==> src/rtl/pf_fetch.sv <==
// Fetch-request stage: owns the fetch PC and runs a one-outstanding request/data
// handshake with the instruction cache, then hands each word plus its PC to IF.
module pf_fetch #(
    parameter logic [31:0] RESET_PC = 32'hBFC0_0000
) (
    input  logic        clk,
    input  logic        rst,
    input  logic [31:0] NPC,
    input  logic        Instr_Flush,
    output logic [31:0] PC,
    output logic        inst_req,
    output logic [31:0] inst_addr,
    input  logic        inst_addr_ok,
    input  logic        inst_data_ok,
    input  logic [31:0] inst_rdata,
    output logic        out_valid,
    input  logic        out_ready,
    output logic [31:0] out_pc,
    output logic [31:0] out_inst
);

    localparam logic [1:0] ST_REQ  = 2'd0;
    localparam logic [1:0] ST_WAIT = 2'd1;
    localparam logic [1:0] ST_HOLD = 2'd2;
    localparam logic [1:0] ST_DROP = 2'd3;

    logic [1:0]  state_r;
    logic [1:0]  state_s;
    logic [31:0] pc_r;
    logic [31:0] pc_s;
    logic [31:0] inst_r;
    logic [31:0] inst_s;

    // Next-state, next-PC and instruction-register selection; a flush always wins.
    always_comb begin
        state_s = state_r;
        pc_s    = pc_r;
        inst_s  = inst_r;
        case (state_r)
            ST_REQ: begin
                if (Instr_Flush) begin
                    pc_s    = NPC;
                    // A request accepted in the flush cycle is stale; its data must be swallowed.
                    state_s = inst_addr_ok ? ST_DROP : ST_REQ;
                end else if (inst_addr_ok) begin
                    state_s = ST_WAIT;
                end else begin
                    state_s = ST_REQ;
                end
            end
            ST_WAIT: begin
                if (Instr_Flush) begin
                    pc_s    = NPC;
                    state_s = inst_data_ok ? ST_REQ : ST_DROP;
                end else if (inst_data_ok) begin
                    inst_s  = inst_rdata;
                    state_s = ST_HOLD;
                end else begin
                    state_s = ST_WAIT;
                end
            end
            ST_HOLD: begin
                if (Instr_Flush || out_ready) begin
                    pc_s    = NPC;
                    state_s = ST_REQ;
                end else begin
                    state_s = ST_HOLD;
                end
            end
            ST_DROP: begin
                if (Instr_Flush) begin
                    pc_s = NPC;
                end else begin
                    pc_s = pc_r;
                end
                // The cancelled request's data ends the drop even if a new flush arrives with it.
                if (inst_data_ok) begin
                    state_s = ST_REQ;
                end else begin
                    state_s = ST_DROP;
                end
            end
            default: begin
                state_s = ST_REQ;
            end
        endcase
    end

    // State, PC and instruction register update with synchronous reset.
    always_ff @(posedge clk) begin
        if (rst) begin
            state_r <= ST_REQ;
            pc_r    <= RESET_PC;
            inst_r  <= 32'h0000_0000;
        end else begin
            state_r <= state_s;
            pc_r    <= pc_s;
            inst_r  <= inst_s;
        end
    end

    assign PC        = pc_r;
    assign inst_addr = pc_r;
    assign inst_req  = (state_r == ST_REQ);
    assign out_valid = (state_r == ST_HOLD);
    assign out_pc    = pc_r;
    assign out_inst  = inst_r;

endmodule
==> config.mk <==
export PLATFORM = sky130hd
export DESIGN_NAME = pf_fetch
export DESIGN_NICKNAME = d
export VERILOG_FILES = /design/src/rtl/pf_fetch.sv
export SDC_FILE = /design/constraint.sdc
export NUM_CORES = 1
export LEC_CHECK = 0
export ABC_CLOCK_PERIOD_IN_PS = 1200
export CORE_MARGIN = 3
export CORE_UTILIZATION = 33
export DETAILED_ROUTE_END_ITERATION = 12
export PLACE_DENSITY = 0.81
export SLEW_MARGIN = 10
export SYNTH_ARGS = -nofsm -noshare
export SYNTH_HDL_FRONTEND = slang
export SYNTH_SLANG_ARGS = --single-unit
==> constraint.sdc <==
create_clock -name clk -period 1.2 [get_ports clk]
set_input_delay 0.24 -clock clk [delete_from_list [all_inputs] [get_ports clk]]
set_output_delay 0.24 -clock clk [all_outputs]
set_load 0.1 [all_outputs]
==> impl_metrics.py, run 1 <==
metrics = {
    "critical_path": {
        "critPathMaxFanout": 3,
        "crit_start": "state_r[1]$_SDFF_PP0_",
        "critical_path_arrival_ns": 1.13,
        "criticalPathCategory": "reg2out",
        "endpoint_kind": "output port",
        "critPathLaunchType": "flop",
        "r2r_start": "state_r[1]$_SDFF_PP0_",
        "worstPathRequired_ns": 0.96,
    },
    "logic_synthesis": {
        "ys.flop_type": "dfxtp_1",
        "yosysTopAreaCell": "dfxtp_1",
        "synth_common_cells": "dfxtp_1, nand2_1, buf_4",
        "synth_seq_area_share_pct": 41.57,
        "ys.warnings.count": 0,
        "synth_top_area_share_pct": 41.57,
        "netlist_area_sq_um": 3178,
        "synth_edf_count": 0,
        "ys_top_cells_by_area": "dfxtp_1, buf_4, mux2i_1",
        "synthesis.nets": 434,
        "postSynth.asyncResetShare_pct": 0,
        "synth-seq-cells": 66,
        "yosysUniqueCellTypes": 21,
        "avgSynthCellArea_sq_um": 8.803,
        "synthCells": 361,
    },
    "run": {
        "max_cap_viol_count": 0,
    },
    "finish": {
        "synthToLayoutAreaGrowth_pct": 127.4,
        "seq_area_sq_um": 1491,
        "final.fill_count": 547,
        "final_nets": 589,
        "drive_gt1_share_pct": 60.65,
        "fin_util_pct": 77.86,
        "multi_input_area_sq_um": 1567,
        "diodes": 0,
    },
    "power": {
        "p_leak_uw": 0.002959,
        "cell_internal_pwr_uw": 4905,
        "p_per_area_nw_per_um2": 1159,
        "switching_share_pct": 41.45,
        "total_power_uw": 8377,
        "seqPwrFrac_pct": 30.3,
        "power.share.clock_pct": 23.9,
        "vdd_drop_max_mv": 0.8050,
        "combPwrFrac_pct": 45.8,
        "netSwitchingPower_uw": 3472,
    },
    "timing": {
        "slew_violations": 0,
        "hold_ws_ns": 0.3466,
        "fin_skew_ns": 0.007384,
        "rsz0062_at_grt": "yes",
        "setup_violations": 66,
        "fin_ws_ns": -0.1746,
        "fmax_mhz": 727.5,
        "hold_violations": 0,
        "relSlewSlack_pct": 82.51,
        "period_share_pct": 114.5,
        "worst_slew_pin_slew_ns": 0.2624,
        "min_period_ns": 1.375,
    },
    "global_route": {
        "antenna_found_initial": 0,
        "grt_max_degree": 62,
        "grt_first_pass_wirelength_um": 17950,
        "globalRouteTotalUtil_pct": 21.09,
        "first_global_vias": 3209,
        "grt_overflow": 0,
    },
    "worst_hold_path": {
        "hp-start": "rst",
        "min_path_type": "in2reg",
    },
    "drt": {
        "viasPerCell": 4.648,
        "vias": 3021,
        "drtAntennaViolNets": 0,
        "drt-total-wl_um": 12090,
        "drtPass1Iterations": 4,
        "drc": 0,
        "dr.first_iter.drc_count": 88,
        "wl_per_cell_um": 18.60,
    },
    "run_status": {
        "violations": "negative setup slack",
        "status": "finished, violations left",
    },
    "die": {
        "die-area_sq_um": 10840,
        "io_pins": 200,
        "die_h_um": 104.1,
        "coreArea_sq_um": 9284,
        "num_rows": 35,
        "initial_utilization_pct": 34.23,
        "dieWidth_um": 104.1,
    },
    "clocking": {
        "hold_buffers": 0,
        "clock_latency_ns": 0.34,
        "root_buffer": "clkbuf_8",
        "h-tree-depth": 3,
        "clk_path_buf_depth": 2,
        "tritoncts": "built",
        "numCtsBuffers": 9,
        "clock-sinks": 66,
        "path_clk_slew_ns": 0.08,
    },
    "placed_design": {
        "port_buffers": 199,
        "dpl.hpwl_um": 7796,
        "gp_congestion": 0.7531,
    },
}
[state kept, by name (all words and copies together), names as in the netlist]
name,cells
PC,32
out_inst,32
state_r,2
[power groups by stage]
stage               Sequential, uW  Clock [uW]  Combinational, uW
detailed placement            2590           0               3590
CTS                           2540        2030               3730
global placement              2570           0               3540
finish                        2540        2000               3840
global route                  2550        2170               3920
floorplan                     3160           0               1690
[cell usage in the layout (no fill, tap or decap), types with 2 or more instances in the layout]
cell and n:
buf_16 5, clkdlybuf4s50_1 66, clkbuf_8 10, clkinv_2 2, mux2i_2 2, ha_1 2, a21oi_2 25, buf_12 139
dfxtp_4 35, dfxtp_2 31, buf_6 8, buf_4 6, nand2_2 13, dlygate4sd2_1 2, nand2_1 27, nor2_1 18
a21oi_1 9, mux2i_1 30, nand2_4 26, clkbuf_16 3, nand2b_1 46
[worst paths after layout]
check / end / slack [ns] / cells after the start
setup / recovery: inst_req / -0.17 / 3
hold / removal: out_inst[23]$_SDFFE_PP0P_ / 0.35 / 3
setup reg to reg: out_inst[17]$_SDFFE_PP0P_ / -0.16 / 6
hold reg to reg: out_inst[6]$_SDFFE_PP0P_ / 0.47 / 2
[worst max-delay path: stages (launching register included)]
cell and delay (ns):
dfxtp_4 0.36, buf_6 0.12, nor2_4 0.13, buf_12 0.18
[metal layers]
| layer | GRT usage [%] | vias to the layer above | routed length [um] |
|---|---|---|---|
| met3 | 6.766 | 36 | 864 |
| met2 | 40.48 | 160 | 6669 |
| met5 | 0 | - | 0 |
| met1 | 20.54 | 1413 | 4121 |
| li1 | - | 1412 | - |
| met4 | 8.927 | 0 | 435 |
[final cells by class]
cell class	count	share of cell area, %
clock buffer	12	2.302
clock inverter	4	0.6405
inverter	2	0.1039
multi-input combinational	208	21.67
sequential	66	20.63
tap	129	2.233
timing repair buffer	229	52.41
[logic make-up after synthesis]
group	count (synthesis)	share of synthesized area [%]
adder cells (fa/ha/maj)	3	1.181
multiplexers	32	10.08
AO/OA/AOI/OAI	38	6.575
AND/OR/NAND/NOR	135	20.32
buffers and inverters	87	20.28
flip-flops	66	41.57
[what timing repair did]
action / 4_1_cts / 5_1_grt
setup endpoints to repair: 49 / 106
buffers inserted: 8 / 5
hold endpoints to repair: 0 / 0
pin swaps: 33 / 30
resized for setup: 70 / 55
gates cloned: 6 / 3
[per-stage QoR]
stage | cells | setup TNS [ns] | cell area, sq um | setup slack, ns
finish | 650 | -6.636 | 7228 | -0.1746
CTS | 644 | -5.432 | 6960 | -0.1959
global placement | 614 | -22.91 | 6300 | -0.3919
floorplan | 361 | -11.42 | 3349 | -0.3655
global route | 650 | -9.621 | 7228 | -0.2209
detailed placement | 614 | -25.93 | 6300 | -0.4747
No activity file was read; power rests on OpenSTA's default activity.
==> inputs of run 2 (changes only) <==
- GPL_TIMING_DRIVEN: not set -> 0
- SLEW_MARGIN: 10 -> 5
==> run 2 against run 1 <==
The run still ends with negative setup slack left. Register-to-register slack better by 0.10 ns. Cell count increased by 11%. Cell area fell by 0.55%. Global-route usage decreased by 0.24 points. Critical endpoint is now out_valid.
==> impl_metrics.py, run 2 (same netlist as run 1, synthesis figures left out) <==
metrics = {
    "run_status": {
        "status": "finished, violations left",
        "violations": "negative setup slack",
    },
    "timing": {
        "fmax_mhz": 750.3,
        "relSlewSlack_pct": 58.14,
        "setup_violations": 104,
        "hold_ws_ns": 0.2921,
        "slew_violations": 0,
        "fin_ws_ns": -0.1327,
        "fin_skew_ns": 0.01631,
        "period_share_pct": 111.1,
        "worst_slew_pin_slew_ns": 0.6279,
        "rsz0062_at_grt": "yes",
        "min_period_ns": 1.333,
        "hold_violations": 0,
    },
    "drt": {
        "drtPass1Iterations": 4,
        "drtAntennaViolNets": 0,
        "viasPerCell": 4.585,
        "vias": 3301,
        "dr.first_iter.drc_count": 126,
        "drc": 0,
        "wl_per_cell_um": 17.18,
        "drt-total-wl_um": 12370,
    },
    "finish": {
        "final_cell_mix": "buf_6, buf_12, clkdlybuf4s50_1",
        "final_nets": 659,
        "seq_area_sq_um": 1489,
        "finalNonFillerCells": 720,
        "final.fill_count": 541,
        "diodes": 0,
        "drive_gt1_share_pct": 56.01,
        "multi_input_area_sq_um": 1323,
        "synthToLayoutAreaGrowth_pct": 126.2,
        "fin_util_pct": 77.43,
        "final_common_cell": "buf_6",
    },
    "critical_path": {
        "worstPathRequired_ns": 0.96,
        "criticalPathCategory": "reg2out",
        "reg2reg_depth": 6,
        "critical_path_arrival_ns": 1.09,
        "critPathLaunchType": "flop",
        "crit_start": "state_r[1]$_SDFF_PP0_",
        "path_cells": "nor2b_4, buf_12",
        "setup.worst_path.end": "out_valid",
        "reg2reg_to": "out_inst[27]$_SDFFE_PP0P_",
        "endpoint_kind": "output port",
        "cp_slowest_cell": "dfxtp_4",
        "reg2reg_slack_ns": -0.06,
        "critPathMaxFanout": 3,
        "r2r_start": "state_r[1]$_SDFF_PP0_",
        "critical_path.max_stage_delay_ns": 0.37,
    },
    "clocking": {
        "hold_buffers": 0,
        "h-tree-depth": 3,
        "root_buffer": "clkbuf_8",
        "path_clk_slew_ns": 0.07,
        "tritoncts": "built",
        "clock_latency_ns": 0.34,
        "numCtsBuffers": 9,
        "clock-sinks": 66,
        "clk_path_buf_depth": 2,
    },
    "die": {
        "coreArea_sq_um": 9284,
        "initial_utilization_pct": 34.23,
        "num_rows": 35,
        "die_h_um": 104.1,
        "dieWidth_um": 104.1,
        "io_pins": 200,
        "die-area_sq_um": 10840,
    },
    "placed_design": {
        "place_inst": 688,
        "place_ws_ns": -0.7919,
        "gp_congestion": 0.7869,
        "port_buffers": 198,
        "dpl.hpwl_um": 7413,
    },
    "global_route": {
        "globalRouteTotalUtil_pct": 20.85,
        "first_global_vias": 3399,
        "grt_overflow": 0,
        "antenna_found_initial": 0,
        "grt_max_degree": 12,
        "grt_first_pass_wirelength_um": 18040,
    },
    "run": {
        "max_cap_viol_count": 0,
    },
    "power": {
        "p_per_area_nw_per_um2": 1162,
        "vdd_drop_max_mv": 0.6235,
        "p_leak_uw": 0.003000,
    },
    "worst_hold_path": {
        "hp-start": "rst",
        "min_path_type": "in2reg",
    },
}
run 2: cell types whose count changed in the layout (fill, tap and decap cells not counted), moves of 3 or more:
cell / before / now
nand2_1: 27 / 63
mux2i_1: 30 / 27
clkbuf_2: 0 / 3
a21oi_1: 9 / 19
buf_6: 8 / 108
buf_16: 5 / 0
buf_12: 139 / 91
a21oi_2: 25 / 15
nand2_4: 26 / 0
nand2_2: 13 / 3
clkbuf_1: 1 / 10
buf_8: 0 / 14
run 2: what timing repair did:
action / CTS / global route
setup buffers: 10 / 3
setup endpoints to repair: 196 / 164
gates resized for setup: 1138 / 77
pin swaps: 2 / 2
gates cloned: 6 / 1
run 2: how the worst min path moves through the flow:
stage / endpoint / slack, ns / cells past startpoint
after floorplan: out_inst[10]$_SDFFE_PP0P_ / 0.37 / 2
after global placement: out_inst[25]$_SDFFE_PP0P_ / 0.44 / 2
after detailed placement: out_inst[10]$_SDFFE_PP0P_ / 0.44 / 2
after CTS: PC[10]$_SDFFE_PP0P_ / 0.28 / 3
after global routing: PC[10]$_SDFFE_PP0P_ / 0.30 / 3
final: PC[10]$_SDFFE_PP0P_ / 0.29 / 3
run 2: critical path: cells and delay by family, from the launching register on:
family,cells,cell delay [ns]
DFF,1,0.37
and+or+nand+nor,1,0.20
buffers and inverters,1,0.19
run 2: final cells by class:
cell class              instances  share of cell area (%)
clock inverters                 3                  0.2785
inverters                       2                  0.1044
clock buffers                  13                   2.367
plain buffers                  85                   12.58
flip-flops and latches         66                   20.71
well taps                     129                   2.245
multi-input cells             208                   18.40
repair buffers                214                   43.31
run 2: per-stage QoR:
step	area [sq um]	setup TNS (ns)	total power [uW]
after floorplan	3349	-11.42	4845
after global placement	5493	-103.52	5618
after detailed placement	5493	-105.98	5656
after CTS	6959	-4.484	8216
after global routing	7188	-8.367	8610
final	7188	-3.992	8354
run 2: report_power, final:
group | switching, uW | leakage [uW] | internal (uW)
Combinational | 2440 | 0.00233 | 1610
Sequential | 185 | 0.000573 | 2290
Clock | 893 | 0.0000991 | 937
Total | 3520 | 0.00300 | 4830
run 2: routing by layer:
metal  track usage, %  share of wire, %  routed length (um)
met5                0                 0                   0
met4            7.123               2.4                 298
met3            7.200               8.0                 985
met2            39.04                53                6493
met1            21.48                37                4588
==> inputs of run 3 (changes only) <==
- ABC_CLOCK_PERIOD_IN_PS: 1200 -> 1600
- CORE_UTILIZATION: 33 -> 40
- PLACE_DENSITY: 0.81 -> 0.92
- clock period: 1.2 -> 1.6 ns (I/O delays scaled with it)
==> run 3 against run 2 <==
The flow now finishes without violations. Cell count decreased by 6.4%. Routed wire length decreased by 19%. Utilization fell by 9.1 points. Cell area shrank 29%. Non-clock buffer count decreased by 16. Sequential share of layout area grew 5.9 points. Critical path depth fell by 1.
==> impl_metrics.py, run 3 (same netlist as run 1, synthesis figures left out) <==
metrics = {
    "run_status": {
        "status": "finished, final reports clean",
    },
    "die": {
        "io_pins": 200,
        "coreArea_sq_um": 7486,
        "die-area_sq_um": 9051,
        "die_h_um": 95.14,
        "num_rows": 31,
        "initial_utilization_pct": 42.45,
        "dieWidth_um": 95.14,
    },
    "critical_path": {
        "reg2reg_depth": 4,
        "cp_slowest_cell": "clkdlybuf4s15_2",
        "critical_path.max_stage_delay_ns": 0.56,
        "critPathLaunchType": "flop",
        "critical_path.top_delay_family": "buffers and inverters",
        "crit_buf_inv": 1,
        "setup.worst_path.end": "out_inst[20]",
        "reg2reg_slack_ns": 0.22,
        "r2r_start": "state_r[0]$_SDFF_PP0_",
        "reg2reg_to": "PC[22]$_SDFFE_PP1P_",
        "cp.depth": 1,
        "worstPathRequired_ns": 1.28,
        "endpoint_kind": "output port",
        "critical_path_arrival_ns": 1.24,
        "path_cells": "clkdlybuf4s15_2",
        "criticalPathCategory": "reg2out",
        "critPathMaxFanout": 2,
        "crit_start": "out_inst[20]$_SDFFE_PP0P_",
    },
    "finish": {
        "final_area_sq_um": 5117,
        "final_common_cell": "buf_2",
        "final.fill_count": 609,
        "fin_util_pct": 68.36,
        "synthToLayoutAreaGrowth_pct": 61.02,
        "final_nets": 643,
        "drive_gt1_share_pct": 44.17,
        "diodes": 0,
        "finalNonFillerCells": 674,
        "final_cell_mix": "buf_2, clkdlybuf4s50_1, nand2_1",
    },
    "power": {
        "combPwrFrac_pct": 41.3,
        "vdd_drop_max_mv": 0.5422,
        "cell_internal_pwr_uw": 3105,
        "switching_share_pct": 43.38,
        "power.share.clock_pct": 25.6,
        "seqPwrFrac_pct": 33.2,
        "netSwitchingPower_uw": 2379,
        "p_leak_uw": 0.002312,
        "p_per_area_nw_per_um2": 1072,
    },
    "global_route": {
        "grt_first_pass_wirelength_um": 15260,
        "first_global_vias": 3144,
        "antenna_found_initial": 0,
        "grt_max_degree": 11,
        "grt_overflow": 0,
        "globalRouteTotalUtil_pct": 21.61,
    },
    "timing": {
        "rsz0062_at_grt": "no",
        "slew_violations": 0,
        "min_period_ns": 1.562,
        "fmax_mhz": 640.1,
        "fin_skew_ns": 0.008282,
        "hold_violations": 0,
        "relSlewSlack_pct": 62.14,
        "worst_slew_pin_slew_ns": 0.5706,
        "period_share_pct": 97.64,
        "setup_violations": 0,
    },
    "drt": {
        "viasPerCell": 4.555,
        "drc": 0,
        "drt-total-wl_um": 9998,
        "drtAntennaViolNets": 0,
        "drtPass1Iterations": 4,
        "dr.first_iter.drc_count": 77,
        "vias": 3070,
        "wl_per_cell_um": 14.83,
    },
    "worst_hold_path": {
        "min_path_type": "in2reg",
    },
    "placed_design": {
        "dpl.hpwl_um": 7673,
        "place_inst": 658,
        "post_dp_cell_area_sq_um": 5328,
        "gp_congestion": 0.7091,
        "port_buffers": 198,
    },
    "clocking": {
        "tritoncts": "built",
        "clock-sinks": 66,
        "clk_path_buf_depth": 2,
        "numCtsBuffers": 9,
        "root_buffer": "clkbuf_8",
        "h-tree-depth": 3,
        "hold_buffers": 0,
        "clock_latency_ns": 0.33,
        "path_clk_slew_ns": 0.07,
    },
    "run": {
        "max_cap_viol_count": 0,
    },
}
-- run 3: cell count changes in the layout (fill, tap and decap cells not counted), sizes merged --
cell / previous run / this run
buf: 221 / 161
inv: 3 / 2
clkbuf: 24 / 27
clkdlybuf4s18: 0 / 28
clkdlybuf4s15: 0 / 13
clkinv: 2 / 1
clkdlybuf4s50: 66 / 67
bufinv: 0 / 1
-- run 3: how the worst min path moves through the flow --
stage | cells after the start | slack (ns) | start | end
finish | 3 | 0.37 | rst | PC[10]$_SDFFE_PP0P_
global route | 3 | 0.39 | rst | PC[10]$_SDFFE_PP0P_
CTS | 3 | 0.36 | rst | PC[10]$_SDFFE_PP0P_
detailed placement | 2 | 0.45 | out_inst[5]$_SDFFE_PP0P_ | out_inst[5]$_SDFFE_PP0P_
global placement | 2 | 0.44 | out_inst[27]$_SDFFE_PP0P_ | out_inst[27]$_SDFFE_PP0P_
floorplan | 2 | 0.46 | inst_rdata[10] | out_inst[10]$_SDFFE_PP0P_
-- run 3: what timing repair did --
action	4_1_cts	5_1_grt
setup buffers	0	0
resized for setup	536	69
pin swaps	0	0
endpoints found under the setup margin	160	54
-- run 3: layout make-up --
type,instances,area [sq um],share of cell area (%)
multi-input combinational,208,1215,23.74
sequential,66,1363,26.63
tap,99,123.9,2.421
buffer,85,639.4,12.49
clock buffer,14,162.7,3.178
timing repair buffer,198,1572,30.71
clock inverter,2,35.03,0.6846
inverter,2,7.507,0.1467
-- run 3: stage by stage --
stage                     hold slack [ns]    TNS, ns  power [uW]  setup WS, ns
after global placement             0.4402     -42.70        4229       -0.4471
after detailed placement           0.4475     -46.21        4266       -0.4713
after CTS                          0.3557          0        5546     0.0001276
after global routing               0.3893          0        5682    0.00005063
after floorplan                    0.4560  -0.005975        3649     -0.005975
final                              0.3652          0        5484       0.03776
-- run 3: worst reg2reg max path, stage by stage (launching register included) --
cell and delay, ns:
dfxtp_1 0.48, nor2b_4 0.09, a21oi_4 0.32, buf_12 0.19
mux2i_1 0.20
-- run 3: power groups by stage --
stage               Clock, uW  Sequential [uW]  Combinational [uW]
global route             1510             1830                2340
CTS                      1450             1820                2280
global placement            0             1850                2380
detailed placement          0             1860                2410
finish                   1400             1820                2260
floorplan                   0             2380                1270
-- run 3: metal layers --
metal	wire length [um]	GRT usage (%)	vias to the layer above
li1	-	-	1508
met1	3660	22.11	1408
met2	5206	40.23	140
met3	975	8.129	14
met4	155	6.851	0
met5	0	0	-
